--- config.mk ---
export PLATFORM = sky130hd
export DESIGN_NAME = pc_sequencer
export DESIGN_NICKNAME = d
export VERILOG_FILES = /design/src/rtl/pc_sequencer.sv
export SDC_FILE = /design/constraint.sdc
export NUM_CORES = 1
export LEC_CHECK = 0
export BUFFER_PORTS_ARGS = -buffer_cell sky130_fd_sc_hd__buf_2
export CAP_MARGIN = 20
export CORE_ASPECT_RATIO = 0.5
export CORE_MARGIN = 2
export CORE_UTILIZATION = 58
export DETAILED_ROUTE_END_ITERATION = 10
export PLACE_DENSITY_LB_ADDON = 0.2
export SETUP_SLACK_MARGIN = 0.3
export SLEW_MARGIN = 15
export SYNTH_ARGS = -nofsm -noshare
export SYNTH_HDL_FRONTEND = slang
export SYNTH_SLANG_ARGS = --single-unit
--- constraint.sdc ---
create_clock -name clk -period 5.3 [get_ports clk]
set_clock_uncertainty 0.2 [all_clocks]
set_input_delay 0.265 -clock clk [delete_from_list [all_inputs] [get_ports clk]]
set_output_delay 0.265 -clock clk [all_outputs]
set_load 0.01 [all_outputs]
--- src/rtl/pc_sequencer.sv ---
// pc_sequencer: registered fetch-PC generator with branch/return redirects,
// a stall hold, a saturating redirect counter and a circular return-address
// stack that flags return targets disagreeing with the predicted entry.
module pc_sequencer #(
    parameter int                 ADDR_W    = 64,
    parameter int                 ISZ_LOG2  = 2,
    parameter logic [ADDR_W-1:0]  RESET_PC  = '0,
    parameter int                 RAS_DEPTH = 4,
    parameter int                 CNT_W     = 16
) (
    input  logic              clk,
    input  logic              reset,
    input  logic              stall,
    input  logic              br_taken,
    input  logic              uncond_br,
    input  logic              br_link,
    input  logic              br_ret,
    input  logic [ADDR_W-1:0] br_pc,
    input  logic [25:0]       br_addr26,
    input  logic [18:0]       cond_addr19,
    input  logic [ADDR_W-1:0] reg_target,
    output logic [ADDR_W-1:0] pc,
    output logic [ADDR_W-1:0] ras_top,
    output logic              ras_empty,
    output logic              ras_mismatch,
    output logic [CNT_W-1:0]  redirect_cnt
);

    localparam int PTR_W = (RAS_DEPTH > 1) ? $clog2(RAS_DEPTH) : 1;
    localparam logic [ADDR_W-1:0] INC  = {{(ADDR_W-1){1'b0}}, 1'b1} << ISZ_LOG2;
    localparam logic [PTR_W:0]    FULL = (PTR_W+1)'(RAS_DEPTH);

    logic [ADDR_W-1:0] pc_q, pc_d;
    logic [PTR_W-1:0]  wr_ptr_q, wr_ptr_d;
    logic [PTR_W:0]    occ_q, occ_d;
    logic              mis_q, mis_d;
    logic [CNT_W-1:0]  cnt_q, cnt_d;

    logic [ADDR_W-1:0] ras_mem [RAS_DEPTH];

    logic signed [25:0]       a26_s;
    logic signed [18:0]       a19_s;
    logic signed [ADDR_W-1:0] off_s;
    logic [ADDR_W-1:0]        br_target;
    logic [ADDR_W-1:0]        push_addr;
    logic [PTR_W-1:0]         top_idx;
    logic [ADDR_W-1:0]        top_val;
    logic                     empty;
    logic                     push;
    logic                     pop;
    logic                     redir;

    // Branch target arithmetic: sign-extended instruction-count offset scaled to bytes.
    always_comb begin
        a26_s     = br_addr26;
        a19_s     = cond_addr19;
        off_s     = uncond_br ? ADDR_W'(a26_s) : ADDR_W'(a19_s);
        off_s     = off_s <<< ISZ_LOG2;
        br_target = br_pc + $unsigned(off_s);
        push_addr = br_pc + INC;
    end

    // Stack bookkeeping: the write pointer names the next free slot, so the
    // top sits one below it; when full the next push lands on the oldest entry.
    always_comb begin
        empty    = (occ_q == '0);
        top_idx  = wr_ptr_q - PTR_W'(1);
        top_val  = ras_mem[top_idx];
        redir    = br_ret | br_taken;
        push     = br_taken & br_link & ~br_ret;
        pop      = br_ret & ~empty;
        wr_ptr_d = wr_ptr_q;
        occ_d    = occ_q;
        mis_d    = 1'b0;
        if (push) begin
            wr_ptr_d = wr_ptr_q + PTR_W'(1);
            if (occ_q != FULL) begin
                occ_d = occ_q + (PTR_W+1)'(1);
            end
        end else if (pop) begin
            wr_ptr_d = top_idx;
            occ_d    = occ_q - (PTR_W+1)'(1);
            mis_d    = (top_val != reg_target);
        end
    end

    // Next-PC selection (return beats branch beats stall) and saturating redirect count.
    always_comb begin
        if (br_ret) begin
            pc_d = reg_target;
        end else if (br_taken) begin
            pc_d = br_target;
        end else if (stall) begin
            pc_d = pc_q;
        end else begin
            pc_d = pc_q + INC;
        end
        cnt_d = cnt_q;
        if (redir && (cnt_q != {CNT_W{1'b1}})) begin
            cnt_d = cnt_q + CNT_W'(1);
        end
    end

    // Control and PC state; reset wins over any same-edge redirect or push.
    always_ff @(posedge clk or posedge reset) begin
        if (reset) begin
            pc_q     <= RESET_PC;
            wr_ptr_q <= '0;
            occ_q    <= '0;
            mis_q    <= 1'b0;
            cnt_q    <= '0;
        end else begin
            pc_q     <= pc_d;
            wr_ptr_q <= wr_ptr_d;
            occ_q    <= occ_d;
            mis_q    <= mis_d;
            cnt_q    <= cnt_d;
        end
    end

    // Stack storage; contents are only visible through a non-zero occupancy,
    // so entries need no reset.
    always_ff @(posedge clk) begin
        if (push) begin
            ras_mem[wr_ptr_q] <= push_addr;
        end
    end

    assign pc           = pc_q;
    assign ras_empty    = empty;
    assign ras_top      = empty ? '0 : top_val;
    assign ras_mismatch = mis_q;
    assign redirect_cnt = cnt_q;

endmodule

**Word-level counts from Yosys, hierarchy flattened**

Memories as Yosys holds them, arrays and structs flattened.
Cells that the tools add are included.

- Input bits: 180
- Bits in writable memories: 256
- Flip-flop bits (word level): 86
- Logic and storage cells: 43
- Memories: 1

- Eq/ne operators: 5
- Bitwise gates (word level): 6
- $add $sub $neg: 8
- Reductions and logical operators: 4
- Muxes and demuxes: 14

Memories:

| name | words | bits a word | rd ports | clocked after memory_dff | wr ports | line | text |
|---|---|---|---|---|---|---|---|
| ras_mem | 4 | 64 | 1 | 0 | 1 | 39 | `logic [ADDR_W-1:0] ras_mem [RAS_DEPTH];` |

Operator list:

| kind | count |
|---|---|
| 64-bit 2-to-1 mux | 4 |
| 64-bit by 3-bit adder with 64-bit output, second input constant | 2 |
| 64-bit adder | 1 |
| 64-bit != test | 1 |
| 62-bit 2-to-1 mux | 1 |
| 16-bit by 1-bit adder with 16-bit output, second input constant | 1 |
| 16-bit != test, second input constant | 1 |
| 3-bit 2-to-1 mux | 3 |
| 1-bit 2-to-1 mux | 4 |
| 2-bit 2-to-1 mux | 2 |
| 3-bit by 1-bit adder with 3-bit output, second input constant | 1 |
| 1-bit AND | 3 |
| 3-bit zero test | 1 |
| 3-bit by 1-bit != test with 1-bit output, second input constant | 1 |
| 3-bit != test, second input constant | 1 |
| 3-bit by 1-bit subtractor with 3-bit output, second input constant | 1 |
| 2-bit by 1-bit adder with 2-bit output, second input constant | 1 |
| 2-bit by 1-bit != test with 1-bit output, second input constant | 1 |
| 1-bit inverter | 2 |
| 2-bit AND reduction | 1 |
| 2-bit nonzero test | 1 |
| 2-bit by 1-bit subtractor with 2-bit output, second input constant | 1 |
| 1-bit logical AND | 1 |
| 1-bit OR | 1 |

**Logic depth before layout (Yosys ltp)**

- Depth in word-level cells: 5
- Mapped depth: 15
- Mapped depth without buffers: 12

**Least setup slack after synthesis**

No wires, ideal clock.

- Path kind: in2reg
- Start: input uncond_br
- End: register pc_q[61], in the netlist pc[61]
- Library setup time: 0.069 ns
- Stages: 14
- Path buffers: 2
- Data required time: 5.031 ns
- Data arrival time: 4.085 ns
- Path slack: 0.945 ns
- Path through: clkbuf_1 nand2b_1 clkbuf_1 nand2_1 ha_1 a21oi_1 o21a_1 a211o_1 a31oi_2 o31ai_4 o311ai_4 a31oi_2 or4_1 nand3_1

- Word-level cells in the longest chain between the ends: 4

Ends and longest elaborated chain:

| element | line | text |
|---|---|---|
| from (decl) | 15 | `input logic uncond_br,` |
| 62-bit 2-to-1 mux | 57 | `off_s = uncond_br ? ADDR_W'(a26_s) : ADDR_W'(a19_s);` |
| 64-bit adder | 59 | `br_target = br_pc + $unsigned(off_s);` |
| 64-bit 2-to-1 mux | 91 | `end else if (br_taken) begin` |
| 64-bit 2-to-1 mux | 89 | `if (br_ret) begin` |
| to (signal assigned) | 113 | `pc_q <= pc_d;` |
| to (decl) | 33 | `logic [ADDR_W-1:0] pc_q, pc_d;` |

No other way between the ends.
A chain may end at the register's enable or synchronous reset.

**Final worst setup path**

- Start: register pc_q[4], in the netlist pc[4]
- End: register pc_q[61], in the netlist pc[61]

- Word-level cells in the longest chain between the ends: 4

Ends and longest elaborated chain:

| element | line | text |
|---|---|---|
| 64-bit by 3-bit adder with 64-bit output | 96 | `pc_d = pc_q + INC;` |
| 64-bit 2-to-1 mux | 93 | `end else if (stall) begin` |
| 64-bit 2-to-1 mux | 91 |  |
| 64-bit 2-to-1 mux | 89 |  |

No other way between the ends. The select of a mux whose other input is x is not followed.

==> results.json <==
{
  "outcome": "finished, violations left",
  "failed_checks": "negative hold slack",
  "seqCellArea_mm2": 0.00984,
  "cts_buffer_depth": 3,
  "ios": 326,
  "period_needed_ns": 3.99,
  "synth_area_leaders": "edfxtp_1, dfrtp_1, mux4_2",
  "holdWs_ns": -0.00181,
  "grt_pass1_vias": 17026,
  "final-setup-viol-count": 0,
  "grt_overflow": 0,
  "syn_to_final_growth_pct": 20.1,
  "endpoint_kind": "flip-flop",
  "maxSlewViolCount": 0,
  "antenna_found_initial": 4,
  "power.share.switching_pct": 41.4,
  "grt_pass1_wl_um": 111000,
  "synth.most_common_cell": "edfxtp_1",
  "dieHeight_um": 138,
  "crit_fanout": 7,
  "max_freq_ghz": 0.250,
  "p_leak_nw": 9.83,
  "layout.nets": 2552,
  "p_per_area_mw_per_mm2": 431,
  "start_kind": "flip-flop",
  "synth_xor_area_share_pct": 10.4,
  "yosys-mux-area-fraction_pct": 8.45,
  "min_path_type": "in2reg",
  "portBuffers": 325,
  "n_fill_cell": 2596,
  "syn-cell-area_mm2": 0.0209,
  "insertion_delay_ns": 0.59,
  "period_share_pct": 75.4,
  "setup_tns_ns": 0,
  "ff2ff_setup_slack_ns": 1.31,
  "wl_per_cell_um": 27.1,
  "wirelength_um": 76200,
  "rsz0062_at_grt": "no",
  "yosys.area_share.simple_pct": 15.7,
  "synthesis.nets": 2145,
  "clock_power_share_pct": 21.5,
  "p_int_w": 0.00635,
  "cp.arrival_ns": 4.26,
  "via_count": 18318,
  "syn_inst": 1895,
  "cts_tree": "yes",
  "initial_core_util_pct": 58.5,
  "synth_largest_area_cell": "edfxtp_1",
  "worstMarginPinSlew_ns": 1.19,
  "crit_type": "reg2reg",
  "synthAdderAreaFrac_pct": 4.26,
  "viasPerCell": 6.52,
  "slowest_stage": "nor4_2",
  "synth_top_cells_by_count": "edfxtp_1, nand2_1, xor2_1",
  "core_area_mm2": 0.0357,
  "firstDrtPassIters": 10,
  "dp_hpwl_um": 55700,
  "synth_compound_area_share_pct": 11.7,
  "drv_cap": 0,
  "numCtsBuffers": 31,
  "clockRootBuffer": "clkbuf_16",
  "dieArea_mm2": 0.0377,
  "synth_edf_count": 256,
  "htree_levels": 1,
  "cts_sinks": 342,
  "cp_common_cell": "nand3_1",
  "avgSynthCellArea_um2": 11.0,
  "p_sw_w": 0.00448,
  "p_seq_share_pct": 30.5,
  "drc": 0,
  "die_w_um": 273,
  "path_cells": "nand3_1 -> or3_1 -> nor4_2 -> nand3_1 -> nor2_1 -> nand3_1 -> xnor2_1 -> a221oi_1 -> nand3_1",
  "slowest_delay_ns": 1.07,
  "hold_viol_final": 4,
  "drt_iter0_markers": 2964,
  "ys_types": 81,
  "synth_ff_type": "edfxtp_1",
  "cts_resized": 0,
  "synth_top_area_share_pct": 36.8,
  "yosys_warnings": 0,
  "cp.required_ns": 5.57,
  "synthArstFlopShare_pct": 25.1,
  "synth_top_family_by_area": "simple AND/OR/NAND/NOR gates",
  "ant_nets": 0,
  "synth_seq_area_share_pct": 47.1,
  "relSlewSlack_pct": 19.7,
  "track_usage_pct": 39.9,
  "globalplace.congestion": 1.03,
  "grt_max_degree": 81,
  "rows": 49,
  "combPwrFrac_pct": 47.9,
  "multi_input_area_mm2": 0.0106,
  "synth-seq-cells": 342,
  "ir_worst_vdd_mv": 0.389,
  "clk_pin_slew_ns": 0.07,
  "drive_gt1_share_pct": 22.2
}
## worst max-delay path: cells and delay by family (launching register included)
family / cells / cell delay [ns]
XOR/XNOR: 1 / 0.14
AND/OR/NAND/NOR: 7 / 2.75
flip-flops: 1 / 0.48
AO/OA/AOI/OAI: 1 / 0.29
## layout make-up
class                      count  area share (%)
antenna                        2          0.0199
sequential                   342            39.2
multi-input combinational   1434            42.2
inverter                      38           0.578
clock buffer                  38            3.45
tap                          484            2.41
clock inverter                18           0.658
timing repair buffer         455            11.5
## what timing repair did
| action | in CTS | in global routing |
|---|---|---|
| endpoints found under the hold margin | 275 | 0 |
| hold buffers | 110 | 0 |
| buffers inserted | 0 | 0 |
| endpoints found under the setup margin | 0 | 0 |
## state kept, by name, summed over array words and instances, names as in the netlist
name	cells
occ_q	3
pc	64
ras_mem	256
ras_mismatch	1
redirect_cnt	16
wr_ptr_q	2
## metal layers
metal	up-vias	routed length (um)	global-route usage, %
li1	7911	-	-
met1	8949	30700	58.4
met2	1246	32500	57.9
met3	210	10000	10.8
met4	2	3030	13.3
met5	-	13	0
## power groups by stage
stage	clock network [W]	registers, W	logic, W
after floorplan	0	0.00336	0.00280
after global placement	0	0.00335	0.00487
after detailed placement	0	0.00335	0.00489
after global routing	0.00243	0.00333	0.00535
after CTS	0.00233	0.00330	0.00499
final	0.00233	0.00331	0.00519
## cell families after synthesis
family / Yosys count
xor gates and xnor gates: 249
buffers and inverters: 119
muxes: 94
and+or+nand+nor: 649
DFF: 342
adders and majority gates: 70
AOI/OAI and AO/OA: 372
## per-stage QoR
| stage | std cells | instance area [um2] | total power [W] | setup slack, ns | utilization (%) |
|---|---|---|---|---|---|
| 6_report | 2811 | 25100 | 0.0108 | 1.31 | 70.2 |
| 4_1_cts | 2809 | 25100 | 0.0106 | 1.49 | 70.2 |
| 2_1_floorplan | 1895 | 20900 | 0.00615 | 0.945 | - |
| 3_3_place_gp | 2643 | 23000 | 0.00821 | 0.964 | 64.3 |
| 3_5_place_dp | 2643 | 23000 | 0.00824 | 0.909 | 64.3 |
| 5_1_grt | 2811 | 25100 | 0.0111 | 1.16 | 70.2 |
## worst paths after layout
kind	end	from	cells past startpoint
hold reg to reg	redirect_cnt[10]	redirect_cnt[10]	1
max in group asynchronous	wr_ptr_q[0]	reset	4
setup reg to reg	pc[61]	pc[4]	9
min in group asynchronous	redirect_cnt[9]	reset	3
setup / recovery	pc[61]	pc[4]	9
hold / removal	ras_mem[3][53]	br_pc[53]	3
## placed cells by master, fill, tap and decap left out, types with 34 or more instances in the layout
cell type      netlist  routed
a21oi_1            115     115
and2_1              82      77
buf_2                6     325
clkbuf_16            0      34
dfrtp_1             86      85
dlygate4sd3_1        0     110
edfxtp_1           256     256
ha_1                68      67
inv_1               37      36
mux4_2              64      64
nand2_1            173     173
nand3_1             72      72
nand4_1             46      46
nor2_1             121     121
nor3_1              34      34
o21ai_0             74      74
xnor2_1            107     107
xor2_1             142     142
Note: power is estimated with default switching activity, not from simulation.
